[config.mk]
export PLATFORM = sky130hd
export DESIGN_NAME = uart_phy_ext
export DESIGN_NICKNAME = d
export VERILOG_FILES = /design/src/rtl/uart_phy_ext.sv
export SDC_FILE = /design/constraint.sdc
export NUM_CORES = 1
export LEC_CHECK = 0
export CAP_MARGIN = 30
export CORE_MARGIN = 2
export CORE_UTILIZATION = 30
export CTS_CLUSTER_SIZE = 25
export DETAILED_ROUTE_END_ITERATION = 16
export SLEW_MARGIN = 30
export SYNTH_ARGS = -nofsm -noshare
export SYNTH_HDL_FRONTEND = slang
export SYNTH_SLANG_ARGS = --single-unit
[constraint.sdc]
create_clock -name clk -period 1.9 [get_ports clk]
set_input_delay 0.38 -clock clk [delete_from_list [all_inputs] [get_ports clk]]
set_output_delay 0.38 -clock clk [all_outputs]
set_load 0.02 [all_outputs]
[src/rtl/uart_phy_ext.sv]
// uart_phy_ext: UART transmitter and receiver sharing one clock, each with its
// own 16x oversample tick counter. Frames are start, LSB-first data, optional
// parity, then one or two stop bits. RX samples are majority-voted mid-bit.
module uart_phy_ext #(
  parameter int clk_hz      = 100000000,
  parameter int baudrate    = 115200,
  parameter int data_bits   = 8,
  parameter int parity_mode = 0,
  parameter int stop_bits   = 1
) (
  input  logic                 clk,
  input  logic                 rst,
  output logic                 UART_TX,
  input  logic                 UART_RX,
  input  logic [data_bits-1:0] tx_data,
  input  logic                 tx_valid,
  output logic                 tx_ready,
  output logic [data_bits-1:0] rx_data,
  output logic                 rx_valid,
  output logic                 rx_parity_err,
  output logic                 rx_frame_err,
  output logic                 rx_break
);

  localparam int OS_DIV = ((clk_hz + 8*baudrate) / (16*baudrate)) - 1;
  localparam int CW     = (OS_DIV > 0) ? $clog2(OS_DIV + 1) : 1;
  localparam logic [CW-1:0] OS_MAX    = CW'(OS_DIV);
  localparam logic [3:0]    LAST_DBIT = 4'(data_bits - 1);
  localparam logic          LAST_STOP = (stop_bits == 2);
  localparam logic          HAS_PAR   = (parity_mode != 0);
  localparam logic          ODD       = (parity_mode == 1);

  generate
    if (clk_hz < baudrate*64 || data_bits < 5 || data_bits > 9 ||
        parity_mode < 0 || parity_mode > 2 || (stop_bits != 1 && stop_bits != 2)) begin : g_bad_params
      $error("uart_phy_ext: illegal parameter set");
    end
  endgenerate

  typedef enum logic [2:0] {S_IDLE, S_START, S_DATA, S_PARITY, S_STOP} state_t;

  // ---------------- transmitter ----------------
  state_t               tx_state_q = S_IDLE;
  state_t               tx_state_d;
  logic [CW-1:0]        tx_cnt_q   = '0;
  logic [CW-1:0]        tx_cnt_d;
  logic [3:0]           tx_sub_q   = '0;
  logic [3:0]           tx_sub_d;
  logic [3:0]           tx_bit_q   = '0;
  logic [3:0]           tx_bit_d;
  logic                 tx_stop_q  = 1'b0;
  logic                 tx_stop_d;
  logic [data_bits-1:0] tx_shift_q = '0;
  logic [data_bits-1:0] tx_shift_d;
  logic                 tx_par_q   = 1'b0;
  logic                 tx_par_d;
  logic                 tx_line_q  = 1'b1;
  logic                 tx_line_d;
  logic                 tx_tick;

  // TX next state: line value is registered, so each bit's level is loaded on
  // the edge that ends the previous bit (16th tick).
  always_comb begin
    tx_state_d = tx_state_q;
    tx_cnt_d   = tx_cnt_q;
    tx_sub_d   = tx_sub_q;
    tx_bit_d   = tx_bit_q;
    tx_stop_d  = tx_stop_q;
    tx_shift_d = tx_shift_q;
    tx_par_d   = tx_par_q;
    tx_line_d  = tx_line_q;
    tx_tick    = 1'b0;
    if (tx_state_q == S_IDLE) begin
      tx_cnt_d  = '0;
      tx_sub_d  = '0;
      tx_line_d = 1'b1;
      if (tx_valid) begin
        tx_shift_d = tx_data;
        tx_par_d   = (^tx_data) ^ ODD;
        tx_line_d  = 1'b0;
        tx_state_d = S_START;
      end
    end else begin
      tx_tick  = (tx_cnt_q == OS_MAX);
      tx_cnt_d = tx_tick ? '0 : tx_cnt_q + CW'(1);
      if (tx_tick) tx_sub_d = tx_sub_q + 4'd1;
      if (tx_tick && tx_sub_q == 4'd15) begin
        case (tx_state_q)
          S_START: begin
            tx_state_d = S_DATA;
            tx_bit_d   = '0;
            tx_line_d  = tx_shift_q[0];
          end
          S_DATA: begin
            tx_shift_d = tx_shift_q >> 1;
            if (tx_bit_q == LAST_DBIT) begin
              if (HAS_PAR) begin
                tx_state_d = S_PARITY;
                tx_line_d  = tx_par_q;
              end else begin
                tx_state_d = S_STOP;
                tx_stop_d  = 1'b0;
                tx_line_d  = 1'b1;
              end
            end else begin
              tx_bit_d  = tx_bit_q + 4'd1;
              tx_line_d = tx_shift_q[1];
            end
          end
          S_PARITY: begin
            tx_state_d = S_STOP;
            tx_stop_d  = 1'b0;
            tx_line_d  = 1'b1;
          end
          S_STOP: begin
            if (tx_stop_q == LAST_STOP) tx_state_d = S_IDLE;
            else                        tx_stop_d  = 1'b1;
          end
          default: tx_state_d = S_IDLE;
        endcase
      end
    end
  end

  // TX state register
  always_ff @(posedge clk) begin
    if (rst) begin
      tx_state_q <= S_IDLE;
      tx_cnt_q   <= '0;
      tx_sub_q   <= '0;
      tx_bit_q   <= '0;
      tx_stop_q  <= 1'b0;
      tx_shift_q <= '0;
      tx_par_q   <= 1'b0;
      tx_line_q  <= 1'b1;
    end else begin
      tx_state_q <= tx_state_d;
      tx_cnt_q   <= tx_cnt_d;
      tx_sub_q   <= tx_sub_d;
      tx_bit_q   <= tx_bit_d;
      tx_stop_q  <= tx_stop_d;
      tx_shift_q <= tx_shift_d;
      tx_par_q   <= tx_par_d;
      tx_line_q  <= tx_line_d;
    end
  end

  assign UART_TX  = tx_line_q;
  assign tx_ready = (tx_state_q == S_IDLE);

  // ---------------- receiver ----------------
  logic                 rx_s1_q    = 1'b1;
  logic                 rx_s1_d;
  logic                 rx_s2_q    = 1'b1;
  logic                 rx_s2_d;
  logic                 rx_prev_q  = 1'b1;
  logic                 rx_prev_d;
  state_t               rx_state_q = S_IDLE;
  state_t               rx_state_d;
  logic [CW-1:0]        rx_cnt_q   = '0;
  logic [CW-1:0]        rx_cnt_d;
  logic [3:0]           rx_sub_q   = '0;
  logic [3:0]           rx_sub_d;
  logic [3:0]           rx_bit_q   = '0;
  logic [3:0]           rx_bit_d;
  logic [1:0]           rx_smp_q   = '0;
  logic [1:0]           rx_smp_d;
  logic [data_bits-1:0] rx_shift_q = '0;
  logic [data_bits-1:0] rx_shift_d;
  logic                 rx_pbit_q  = 1'b0;
  logic                 rx_pbit_d;
  logic [data_bits-1:0] rx_data_q  = '0;
  logic [data_bits-1:0] rx_data_d;
  logic                 rx_valid_q = 1'b0;
  logic                 rx_valid_d;
  logic                 rx_pe_q    = 1'b0;
  logic                 rx_pe_d;
  logic                 rx_fe_q    = 1'b0;
  logic                 rx_fe_d;
  logic                 rx_brk_q   = 1'b0;
  logic                 rx_brk_d;
  logic                 rx_tick;
  logic                 rx_vote;

  // 2-of-3 vote: samples from ticks 7 and 8 plus the live sample at tick 9
  assign rx_vote = (rx_smp_q[0] & rx_smp_q[1]) | (rx_smp_q[0] & rx_s2_q) |
                   (rx_smp_q[1] & rx_s2_q);

  // RX next state: bit decisions happen at tick 9, state steps at tick 15;
  // the frame completes at the first stop-bit vote so a new start can follow.
  always_comb begin
    rx_s1_d    = UART_RX;
    rx_s2_d    = rx_s1_q;
    rx_prev_d  = rx_s2_q;
    rx_state_d = rx_state_q;
    rx_cnt_d   = rx_cnt_q;
    rx_sub_d   = rx_sub_q;
    rx_bit_d   = rx_bit_q;
    rx_smp_d   = rx_smp_q;
    rx_shift_d = rx_shift_q;
    rx_pbit_d  = rx_pbit_q;
    rx_data_d  = rx_data_q;
    rx_valid_d = 1'b0;
    rx_pe_d    = 1'b0;
    rx_fe_d    = 1'b0;
    rx_brk_d   = 1'b0;
    rx_tick    = 1'b0;
    if (rx_state_q == S_IDLE) begin
      rx_cnt_d = '0;
      rx_sub_d = '0;
      if (rx_prev_q && !rx_s2_q) rx_state_d = S_START;
    end else begin
      rx_tick  = (rx_cnt_q == OS_MAX);
      rx_cnt_d = rx_tick ? '0 : rx_cnt_q + CW'(1);
      if (rx_tick) rx_sub_d = rx_sub_q + 4'd1;
      if (rx_tick && rx_sub_q == 4'd7) rx_smp_d[0] = rx_s2_q;
      if (rx_tick && rx_sub_q == 4'd8) rx_smp_d[1] = rx_s2_q;
      if (rx_tick && rx_sub_q == 4'd9) begin
        case (rx_state_q)
          S_START: begin
            if (rx_vote) begin
              rx_state_d = S_IDLE;
              rx_cnt_d   = '0;
              rx_sub_d   = '0;
            end
          end
          S_DATA:   rx_shift_d = {rx_vote, rx_shift_q[data_bits-1:1]};
          S_PARITY: rx_pbit_d  = rx_vote;
          S_STOP: begin
            rx_valid_d = 1'b1;
            rx_data_d  = rx_shift_q;
            rx_pe_d    = HAS_PAR && (rx_pbit_q != ((^rx_shift_q) ^ ODD));
            rx_fe_d    = !rx_vote;
            rx_brk_d   = !rx_vote && (rx_shift_q == '0) && !(HAS_PAR && rx_pbit_q);
            rx_state_d = S_IDLE;
            rx_cnt_d   = '0;
            rx_sub_d   = '0;
          end
          default: rx_state_d = S_IDLE;
        endcase
      end
      if (rx_tick && rx_sub_q == 4'd15) begin
        case (rx_state_q)
          S_START: begin
            rx_state_d = S_DATA;
            rx_bit_d   = '0;
          end
          S_DATA: begin
            if (rx_bit_q == LAST_DBIT) rx_state_d = HAS_PAR ? S_PARITY : S_STOP;
            else                       rx_bit_d   = rx_bit_q + 4'd1;
          end
          S_PARITY: rx_state_d = S_STOP;
          default:  rx_state_d = S_IDLE;
        endcase
      end
    end
  end

  // RX state register, synchroniser and output flops
  always_ff @(posedge clk) begin
    if (rst) begin
      rx_s1_q    <= 1'b1;
      rx_s2_q    <= 1'b1;
      rx_prev_q  <= 1'b1;
      rx_state_q <= S_IDLE;
      rx_cnt_q   <= '0;
      rx_sub_q   <= '0;
      rx_bit_q   <= '0;
      rx_smp_q   <= '0;
      rx_shift_q <= '0;
      rx_pbit_q  <= 1'b0;
      rx_data_q  <= '0;
      rx_valid_q <= 1'b0;
      rx_pe_q    <= 1'b0;
      rx_fe_q    <= 1'b0;
      rx_brk_q   <= 1'b0;
    end else begin
      rx_s1_q    <= rx_s1_d;
      rx_s2_q    <= rx_s2_d;
      rx_prev_q  <= rx_prev_d;
      rx_state_q <= rx_state_d;
      rx_cnt_q   <= rx_cnt_d;
      rx_sub_q   <= rx_sub_d;
      rx_bit_q   <= rx_bit_d;
      rx_smp_q   <= rx_smp_d;
      rx_shift_q <= rx_shift_d;
      rx_pbit_q  <= rx_pbit_d;
      rx_data_q  <= rx_data_d;
      rx_valid_q <= rx_valid_d;
      rx_pe_q    <= rx_pe_d;
      rx_fe_q    <= rx_fe_d;
      rx_brk_q   <= rx_brk_d;
    end
  end

  assign rx_data       = rx_data_q;
  assign rx_valid      = rx_valid_q;
  assign rx_parity_err = rx_pe_q;
  assign rx_frame_err  = rx_fe_q;
  assign rx_break      = rx_brk_q;

endmodule

==> impl_metrics.yaml <==
outcome:
  status: "completed"
routing:
  drcViolationCount: 0
  ant_nets: 0
  wl_per_cell_um: 12.5
  vias: 2460
  drtIter0Drc: 116
  viasPerCell: 4.83
  wirelength_um: 6350
  dr.pass1.iters: 4
setup_path:
  required_ns: 2.15
  endpoint_kind: "flop"
  crit_arrival_ns: 2.03
  critPathKind: "reg2reg"
  cp_num_buf_inv: 1
  critPathSlowestCell: "dfxtp_1"
  cp_max_fo: 8
  crit_chain: "inv_1, ha_1, and4_1, nand4_1, nand2_1, o221a_2"
  slowest_delay_ns: 0.36
  startpoint_type: "flop"
  critical-path-top-delay-family: "simple AND/OR/NAND/NOR gates"
grt:
  grt_use_met2_pct: 19.0
  grt_pass1_vias: 2337
  antenna_found_initial: 0
  use_met3_pct: 4.57
  grt_pass1_wl_um: 11000
  track_usage_pct: 12.5
  grt_max_degree: 28
  grt_busiest_layer: "met2"
  use_met1_pct: 15.6
  grt.overflow.total: 0
yosys:
  synthSimpleGateAreaFrac_pct: 26.2
  synth_area_um2: 3030
  ys_seq_area_share_pct: 44.3
  synth_top_family_by_area: "simple AND/OR/NAND/NOR gates"
  yosysWarnings: 0
  synthCells: 332
  synth_nets: 354
  synth_seq_cells: 67
  synth_edf_count: 0
  synth_compound_area_share_pct: 10.7
  synth_common_cells: "dfxtp_1, nor2_1, mux2i_1, nand3_1, nand2_1"
  synth_mux_area_share_pct: 6.98
  yosysTopAreaCell: "dfxtp_1"
  yosysMostFrequentCell: "dfxtp_1"
  synth_top_area_share_pct: 44.3
  async_flop_share_pct: 0
  synthXorXnorAreaFrac_pct: 4.05
  netlist_top_cells_area: "dfxtp_1, nor2_1, mux2i_1"
  synthAdderAreaFrac_pct: 4.46
  syn_avg_cell_area_um2: 9.13
  synth_cell_types: 58
  synthFlopType: "dfxtp_1"
sta:
  hold_viol_final: 0
  setup_viol: 0
  clock_skew_ns: 0.00801
  finalCritPeriodShare_pct: 93.9
  whs_ns: 0.423
  relSlewSlack_pct: 65.1
  fmaxAchievable_mhz: 561
  rsz0062_at_grt: "no"
  period_needed_ns: 1.78
  maxSlewViolCount: 0
  worst_slew_pin_slew_ns: 0.523
clocking:
  cts_buffer_depth: 2
  cts_tree: "yes"
  post_cts_resized: 1
  cts_made_buffers: 9
  hold_buffers: 0
  post-cts-setup-buffers: 0
  clock_latency_ns: 0.36
  clkTransAtPathRegs_ns: 0.08
  htree_levels: 3
  clock_sink_count: 67
  cts-root-buf: "clkbuf_8"
flow_run:
  max-cap-violations: 0
placement:
  place_area_um2: 3550
  post-dp-hpwl_um: 4390
  io_buffer_count: 24
  place_congestion: 0.764
hold_path:
  hold_class: "reg2reg"
floorplanning:
  rows: 36
  die-height_um: 105
  core_area_um2: 9770
  start_util_pct: 31.0
  dieArea_um2: 10900
  fp.dieW_um: 105
  io_pins: 26
power_and_ir_drop:
  p_leak_nw: 1.35
  pwr-share-clk_pct: 41.3
  pwr-share-seq_pct: 52.9
  pwr-share-comb_pct: 5.8
  p_int_mw: 2.06
  powerDensity_nw_per_um2: 730
  vdd_drop_max_v: 0.000678
  swShare_pct: 24.8
  p_switching_mw: 0.677
finish:
  fin_util_pct: 38.3
  antennaDiodeCount: 0
  postLayoutCellArea_um2: 3740
  fin_nets: 393
  area_delta_synth_final_pct: 23.5
  drive_above_1_share_pct: 14.4
==> layer usage <==
layer,up-vias,part of all wire (%)
li1,1249,-
met1,1159,48
met2,40,45
met3,12,4.2
met4,0,2.2
met5,-,0
==> through the flow <==
step                cells  setup WS (ns)  power (mW)  setup TNS (ns)
global route          509         0.0130        2.85               0
CTS                   509         0.0790        2.79               0
detailed placement    493        -0.0368        1.64          -0.131
floorplan             332          0.155        1.56               0
finish                509          0.116        2.73               0
global placement      493       -0.00213        1.64        -0.00839
==> path summary, 6_finish.rpt <==
| check | startpoint | endpoint | slack (ns) | depth (start not counted) |
|---|---|---|---|---|
| setup / recovery | tx_cnt_q[1] | tx_shift_q[3] | 0.12 | 6 |
| hold / removal | rx_s1_q | rx_prev_d | 0.42 | 1 |
| setup reg to reg | tx_cnt_q[1] | tx_shift_q[3] | 0.12 | 6 |
| hold reg to reg | rx_s1_q | rx_prev_d | 0.42 | 1 |
==> sequential cells by signal, indices dropped and copies added (netlist names) <==
name / cells
UART_TX: 1
rx_bit_q: 4
rx_break: 1
tx_bit_q: 4
rx_s1_q: 1
rx_shift_q: 8
rx_data: 8
tx_sub_q: 4
tx_state_q: 3
rx_state_q: 3
rx_valid: 1
rx_frame_err: 1
rx_prev_d: 1
tx_shift_q: 8
rx_sub_q: 4
rx_cnt_q: 6
rx_smp_q: 2
rx_prev_q: 1
tx_cnt_q: 6
==> power by group through the flow <==
stage                     logic [mW]  registers (mW)  clock network (mW)
after detailed placement       0.159            1.48                   0
after floorplan               0.0881            1.48                   0
after CTS                      0.159            1.45                1.18
final                          0.158            1.45                1.13
after global placement         0.157            1.48                   0
after global routing           0.174            1.45                1.23
==> logic make-up (layout without fill, tap and decap cells) <==
logic type               after synthesis  in the layout
AO/OA/AOI/OAI                         44             44
AND/OR/NAND/NOR                      149            149
XOR/XNOR                              14             14
buffers and inverters                 25             69
adder cells (fa/ha/maj)               11             11
other                                  1              1
flip-flops                            67             67
multiplexers                          21             21
==> cell type report <==
class                      count  area, um2
multi-input combinational    240       1600
clock inverter                 5       36.3
timing repair buffer          44        414
fill                        1013       6030
inverter                       9       33.8
tap                          133        166
clock buffer                  11        151
sequential                    67       1340
==> layout by cell type, fill, tap and decap left out, types with 4 or more instances in the layout <==
| cell type | instances |
|---|---|
| buf_4 | 18 |
| o21ai_0 | 5 |
| nor4_1 | 5 |
| inv_1 | 9 |
| o221a_2 | 7 |
| nand2_1 | 15 |
| and3_1 | 5 |
| nor3b_1 | 4 |
| clkbuf_8 | 11 |
| mux2i_1 | 20 |
| clkdlybuf4s50_1 | 23 |
| nand3_1 | 17 |
| dfxtp_1 | 67 |
| nor3_1 | 5 |
| ha_1 | 10 |
| nand2b_1 | 7 |
| xor2_1 | 7 |
| nor2_1 | 59 |
| a21oi_1 | 11 |
| xnor2_1 | 7 |
Power figures use the tool's default switching activity.
